[config.mk]
export PLATFORM = sky130hd
export DESIGN_NAME = pulse_stretcher
export DESIGN_NICKNAME = d
export VERILOG_FILES = /design/src/rtl/pulse_stretcher_pkg.sv /design/src/rtl/pulse_stretcher_timer.sv /design/src/rtl/pulse_stretcher.sv
export SDC_FILE = /design/constraint.sdc
export NUM_CORES = 1
export LEC_CHECK = 0
export CAP_MARGIN = 10
export CORE_UTILIZATION = 30
export CTS_CLUSTER_SIZE = 24
export DETAILED_ROUTE_END_ITERATION = 6
export PLACE_DENSITY_LB_ADDON = 0.3
export SLEW_MARGIN = 20
export SYNTH_ARGS = -nofsm -noshare
export SYNTH_HDL_FRONTEND = slang
export SYNTH_SLANG_ARGS = --single-unit
[constraint.sdc]
create_clock -name CLK -period 2.8 [get_ports CLK]
set_clock_uncertainty 0.2 [all_clocks]
set_input_delay 0.84 -clock CLK [delete_from_list [all_inputs] [get_ports CLK]]
set_output_delay 0.84 -clock CLK [all_outputs]
set_load 0.03 [all_outputs]
[src/rtl/pulse_stretcher_pkg.sv]
// -----------------------------------------------------------------------------
// pulse_stretcher_pkg
// Shared definitions for the pulse stretcher: FSM state encoding, default
// timing constants and a helper that sizes the shared hold/gap timer.
// -----------------------------------------------------------------------------
package pulse_stretcher_pkg;

    typedef enum logic [1:0] {
        IDLE = 2'b00,
        HOLD = 2'b01,
        GAP  = 2'b10
    } state_t;

    localparam int unsigned DEF_HOLD_CYCLES = 32'd4;
    localparam int unsigned DEF_GAP_CYCLES  = 32'd2;
    localparam int unsigned DEF_PEND_W      = 32'd3;

    // Bits needed to hold the larger of the two reload values (cycles-1).
    function automatic int unsigned timer_width(input int unsigned h, input int unsigned g);
        int unsigned m;
        m = (h > g) ? h : g;
        if (m <= 32'd2) begin
            return 32'd1;
        end else begin
            return $clog2(m);
        end
    endfunction

endpackage

[src/rtl/pulse_stretcher_timer.sv]
// -----------------------------------------------------------------------------
// stretch_timer
// Loadable down-counter shared by the HOLD and GAP phases. A load strobe
// copies load_val into the counter; otherwise it counts down and parks at 0.
// expire is high while the count is 0.
//
// Ports:
//   CLK       rising-edge clock
//   RST       asynchronous active-low reset (count cleared to 0)
//   load      load strobe (priority over counting)
//   load_val  value loaded on the strobe
//   expire    count == 0
// -----------------------------------------------------------------------------
module stretch_timer #(
    parameter int unsigned W = 32'd2
) (
    input  logic         CLK,
    input  logic         RST,
    input  logic         load,
    input  logic [W-1:0] load_val,
    output logic         expire
);

    logic [W-1:0] count_q;
    logic [W-1:0] count_d;

    // Next count: load wins, otherwise decrement until parked at zero.
    always_comb begin
        count_d = count_q;
        if (load) begin
            count_d = load_val;
        end else if (count_q != {W{1'b0}}) begin
            count_d = count_q - W'(1'b1);
        end else begin
            count_d = count_q;
        end
    end

    // Counter register.
    always_ff @(posedge CLK or negedge RST) begin
        if (!RST) begin
            count_q <= {W{1'b0}};
        end else begin
            count_q <= count_d;
        end
    end

    assign expire = (count_q == {W{1'b0}});

endmodule

[src/rtl/pulse_stretcher.sv]
// -----------------------------------------------------------------------------
// pulse_stretcher
// Turns single-cycle active-high event pulses into held active-low presses:
// each event holds button_out low for HOLD_CYCLES, followed by at least
// GAP_CYCLES high. Events arriving while a press/gap is running are queued in
// a saturating pending counter; a dropped event sets the sticky overflow flag.
//
// Ports:
//   CLK         rising-edge clock
//   RST         asynchronous active-low reset
//   pulse_in    active-high event, one event per high cycle
//   button_out  active-low stretched press (registered)
//   busy        high in HOLD or GAP (registered)
//   pend_cnt    queued events not yet emitted (registered)
//   overflow    sticky drop indicator, cleared only by reset (registered)
//
// Build option PULSE_STRETCHER_RETRIGGER_EN: an event during HOLD restarts the
// hold time instead of being queued. Events during GAP still queue.
// -----------------------------------------------------------------------------
module pulse_stretcher
    import pulse_stretcher_pkg::*;
#(
    parameter int unsigned HOLD_CYCLES = DEF_HOLD_CYCLES,
    parameter int unsigned GAP_CYCLES  = DEF_GAP_CYCLES,
    parameter int unsigned PEND_W      = DEF_PEND_W
) (
    input  logic              CLK,
    input  logic              RST,
    input  logic              pulse_in,
    output logic              button_out,
    output logic              busy,
    output logic [PEND_W-1:0] pend_cnt,
    output logic              overflow
);

    localparam int unsigned TW = timer_width(HOLD_CYCLES, GAP_CYCLES);
    localparam logic [TW-1:0] HOLD_LOAD = TW'(HOLD_CYCLES - 32'd1);
    localparam logic [TW-1:0] GAP_LOAD  = TW'(GAP_CYCLES - 32'd1);

    state_t             state_q;
    state_t             state_d;
    logic [PEND_W-1:0]  pend_q;
    logic [PEND_W-1:0]  pend_d;
    logic               overflow_q;
    logic               overflow_d;
    logic               button_q;
    logic               button_d;
    logic               busy_q;
    logic               busy_d;

    logic               t_load_s;
    logic [TW-1:0]      t_val_s;
    logic               t_expire_s;
    logic               enq_s;
    logic               deq_s;

    stretch_timer #(
        .W (TW)
    ) u_timer (
        .CLK      (CLK),
        .RST      (RST),
        .load     (t_load_s),
        .load_val (t_val_s),
        .expire   (t_expire_s)
    );

    // Next-state, timer control and queue bookkeeping.
    always_comb begin
        state_d    = state_q;
        pend_d     = pend_q;
        overflow_d = overflow_q;
        t_load_s   = 1'b0;
        t_val_s    = HOLD_LOAD;
        enq_s      = 1'b0;
        deq_s      = 1'b0;

        case (state_q)
            IDLE: begin
                if (pulse_in) begin
                    state_d  = HOLD;
                    t_load_s = 1'b1;
                    t_val_s  = HOLD_LOAD;
                end else begin
                    state_d  = IDLE;
                end
            end
            HOLD: begin
`ifdef PULSE_STRETCHER_RETRIGGER_EN
                // A new event restarts the hold, even on the expiring cycle.
                if (pulse_in) begin
                    state_d  = HOLD;
                    t_load_s = 1'b1;
                    t_val_s  = HOLD_LOAD;
                end else if (t_expire_s) begin
                    state_d  = GAP;
                    t_load_s = 1'b1;
                    t_val_s  = GAP_LOAD;
                end else begin
                    state_d  = HOLD;
                end
`else
                enq_s = pulse_in;
                if (t_expire_s) begin
                    state_d  = GAP;
                    t_load_s = 1'b1;
                    t_val_s  = GAP_LOAD;
                end else begin
                    state_d  = HOLD;
                end
`endif
            end
            GAP: begin
                if (t_expire_s) begin
                    if (pend_q != {PEND_W{1'b0}}) begin
                        // Oldest queued event starts the next press; a
                        // simultaneous new event takes its place in the queue.
                        state_d  = HOLD;
                        t_load_s = 1'b1;
                        t_val_s  = HOLD_LOAD;
                        deq_s    = 1'b1;
                        enq_s    = pulse_in;
                    end else if (pulse_in) begin
                        state_d  = HOLD;
                        t_load_s = 1'b1;
                        t_val_s  = HOLD_LOAD;
                    end else begin
                        state_d  = IDLE;
                    end
                end else begin
                    state_d = GAP;
                    enq_s   = pulse_in;
                end
            end
            default: begin
                state_d = IDLE;
            end
        endcase

        // Pending counter: a consume paired with an enqueue cancels out.
        if (enq_s && deq_s) begin
            pend_d = pend_q;
        end else if (deq_s) begin
            pend_d = pend_q - PEND_W'(1'b1);
        end else if (enq_s) begin
            if (pend_q == {PEND_W{1'b1}}) begin
                overflow_d = 1'b1;
            end else begin
                pend_d = pend_q + PEND_W'(1'b1);
            end
        end else begin
            pend_d = pend_q;
        end

        button_d = (state_d != HOLD);
        busy_d   = (state_d != IDLE);
    end

    // State, queue and output registers.
    always_ff @(posedge CLK or negedge RST) begin
        if (!RST) begin
            state_q    <= IDLE;
            pend_q     <= {PEND_W{1'b0}};
            overflow_q <= 1'b0;
            button_q   <= 1'b1;
            busy_q     <= 1'b0;
        end else begin
            state_q    <= state_d;
            pend_q     <= pend_d;
            overflow_q <= overflow_d;
            button_q   <= button_d;
            busy_q     <= busy_d;
        end
    end

    assign button_out = button_q;
    assign busy       = busy_q;
    assign pend_cnt   = pend_q;
    assign overflow   = overflow_q;

endmodule

==> impl_results.md <==
- Status: finished clean
- Unrepaired setup endpoints after global routing: no
- Post-Syn Instances: 65
- Synthesized Nets: 74
- WL final: 1.25 mm
- Max incr delay on CP: 0.71 ns
- Cell Area, Synth: 657 um^2
- Slew headroom: 67.7%
- Reg area: 251 um^2
- Synth cell types: 33
- Iter 0 DRT Violations: 4
- Fillers: 204
- Synthesized flop and latch total: 10
- Crit path launch type: flop
- Wire per inst: 12.0 um
- Worst-Skew Late Latency: 0.27 ns
- Crit path max fanout: 8
- Synth warnings: 0
- Final min period: 2.49 ns
- GRT Util Overall: 12.5%
- Overall die height: 48.8 um
- Worst VDD drop: 0.000446 V
- Vias post-DR: 517
- Final Hold Violating Endpoints: 0
- Number of antenna-violating nets in the routed design: 0
- Xor/xnor cell area share of the yosys netlist: 2.67%
- Total Power: 0.000970 W
- EDFF count, synth: 0
- Post-Place Cell Area: 771 um^2
- Post-CTS setup buffers: 0
- DIE AREA: 2380 um^2
- Ys flop type: dfrtp_1
- Global-route wire length before repair: 2.15 mm
- Antenna Cells: 0
- Multi-input logic area: 368 um^2
- Clk Tree Root Cell: clkbuf_4
- Final net count: 87
- Vias per cell: 4.97
- Overflow after GRT: 0
- Max Fclk: 0.402 GHz
- Setup TNS: 0 ns
- 1st-pass router iterations: 4
- Commonest non-fill, non-tap cell in the layout: dfrtp_1
- Fin crit share: 88.8%
- Setup slack after layout: 0.313 ns
- Remaining DRCs: 0
- CP Data Required Time: 1.76 ns
- Design area: 807 um^2
- CP delay by family, top: buffers and inverters
- Die W: 48.8 um
- Max Cap Violations: 0
- Post-synthesis simple-gate area fraction: 16.0%
- Most frequent cells in the layout: dfrtp_1 (9), clkdlybuf4s50_1 (8), inv_1 (7)
- Power per cell area: 1200 nW/um^2
- Layout cells sized above 1: 16.9%
- Async set or reset register ratio after synthesis: 100%
- Routability cong.: 0.726
- Crit path max-delay cell type: clkdlybuf4s50_1
- Row count: 16
- Clock-pin slew on the worst setup and hold paths: 0.07 ns
- Vias in the first global route: 490
- CP Class: reg -> out
- Port Buffers: 8
- Worst-case clock buffer depth: 2
- Num Clock Sinks: 10
- Largest family of logic cells by synthesized area: compound AO/OA/AOI/OAI gates
- Register area share after synthesis: 38.3%
- Final cell count without fillers: 104
- Leak Pwr: 0.353 nW
- Compound-Gate Fraction of Synth Area: 23.2%
- Inst Count DP: 100
- Slew Limit Fails: 0
- HP Class: reg -> reg
- Crit path cell chain: clkdlybuf4s50_1
- CTS Hold Bufs: 0
- Initial Util: 32.8%
- Mean Syn Cell Area: 10.1 um^2
- H-tree depth: 1
- Critical Path AT: 1.45 ns
- Worst-Margin Slew: 0.483 ns
- Post-CTS Resized: 0
- Area Overhead vs Synth: 22.9%
- Antenna violations before repair: 0
- Hpwl dp: 921 um
- Largest net degree at the start of global routing: 11
- Worst slack, placed: 0.408 ns
- Synth Area in Adders: 12.6%
- CTS tree: done
- Endpoints failing setup: 0
- Buffers & Inverters on Critical Path: 1
- Portion of netlist area occupied by mux cells: 1.52%
- I/O pin cnt: 9
- Core Footprint: 2000 um^2
- Crit path capture type: output port
- CTS Buf Count: 3
## sequential cells by signal, indices dropped and copies added (netlist names)
signal,count
pend_cnt,3
u_timer.count_q,2
busy,1
state_q,2
button_out,1
overflow,1
## cell usage after synthesis, drive strengths merged (2+ instances only)
library cell,count,share of area (%)
and2,3,2.9
o211ai,4,5.3
a31oi,3,3.8
inv,7,4.0
dfrtp,9,34
or2b,2,2.9
o21ai,4,3.0
a21oi,4,3.0
nand2,5,2.9
ha,5,9.5
## path summary, 6_finish.rpt
| path | to | slack, ns | start | cells after the start |
|---|---|---|---|---|
| hold reg to reg | overflow | 0.27 | overflow | 1 |
| hold / removal | overflow | 0.27 | overflow | 1 |
| min in group asynchronous | state_q[0] | 0.70 | RST | 1 |
| setup reg to reg | pend_cnt[2] | 0.39 | state_q[0] | 8 |
| max in group asynchronous | button_out | 1.36 | RST | 1 |
| setup / recovery | pend_cnt[2] | 0.31 | pend_cnt[2] | 1 |
## per-layer routing
metal | wire length [um] | track usage [%]
met1 | 595 | 14.4
met4 | 27 | 11.8
met3 | 43 | 2.80
met2 | 582 | 19.0
met5 | 0 | 0
## metrics by stage
stage,utilization (%),hold WS [ns]
after floorplan,-,0.283
after global placement,38.5,0.260
final,40.3,0.269
after detailed placement,38.5,0.256
after global routing,40.3,0.307
after CTS,40.3,0.274
## power by group
| group | switching (W) | leakage [nW] | internal [W] |
|---|---|---|---|
| combinational | 0.000307 | 0.216 | 0.000240 |
| clock | 0.0000549 | 0.0210 | 0.0000790 |
| sequential | 0.0000665 | 0.115 | 0.000222 |
## kinds of logic after synthesis
family / count (synthesis)
xor+xnor: 2
compound gates: 20
buf+inv: 9
mux: 1
flops: 10
fa+ha+maj: 6
simple gates: 17
## final cells by class
class / count / share of cell area (%)
Timing Repair Buffer: 9 / 10.9
Multi-Input combinational cell: 46 / 45.6
Inverter: 8 / 3.72
Clock buffer: 4 / 4.50
Sequential cell: 10 / 31.2
Tap cell: 27 / 4.19
(Power assumes the default switching activity.)
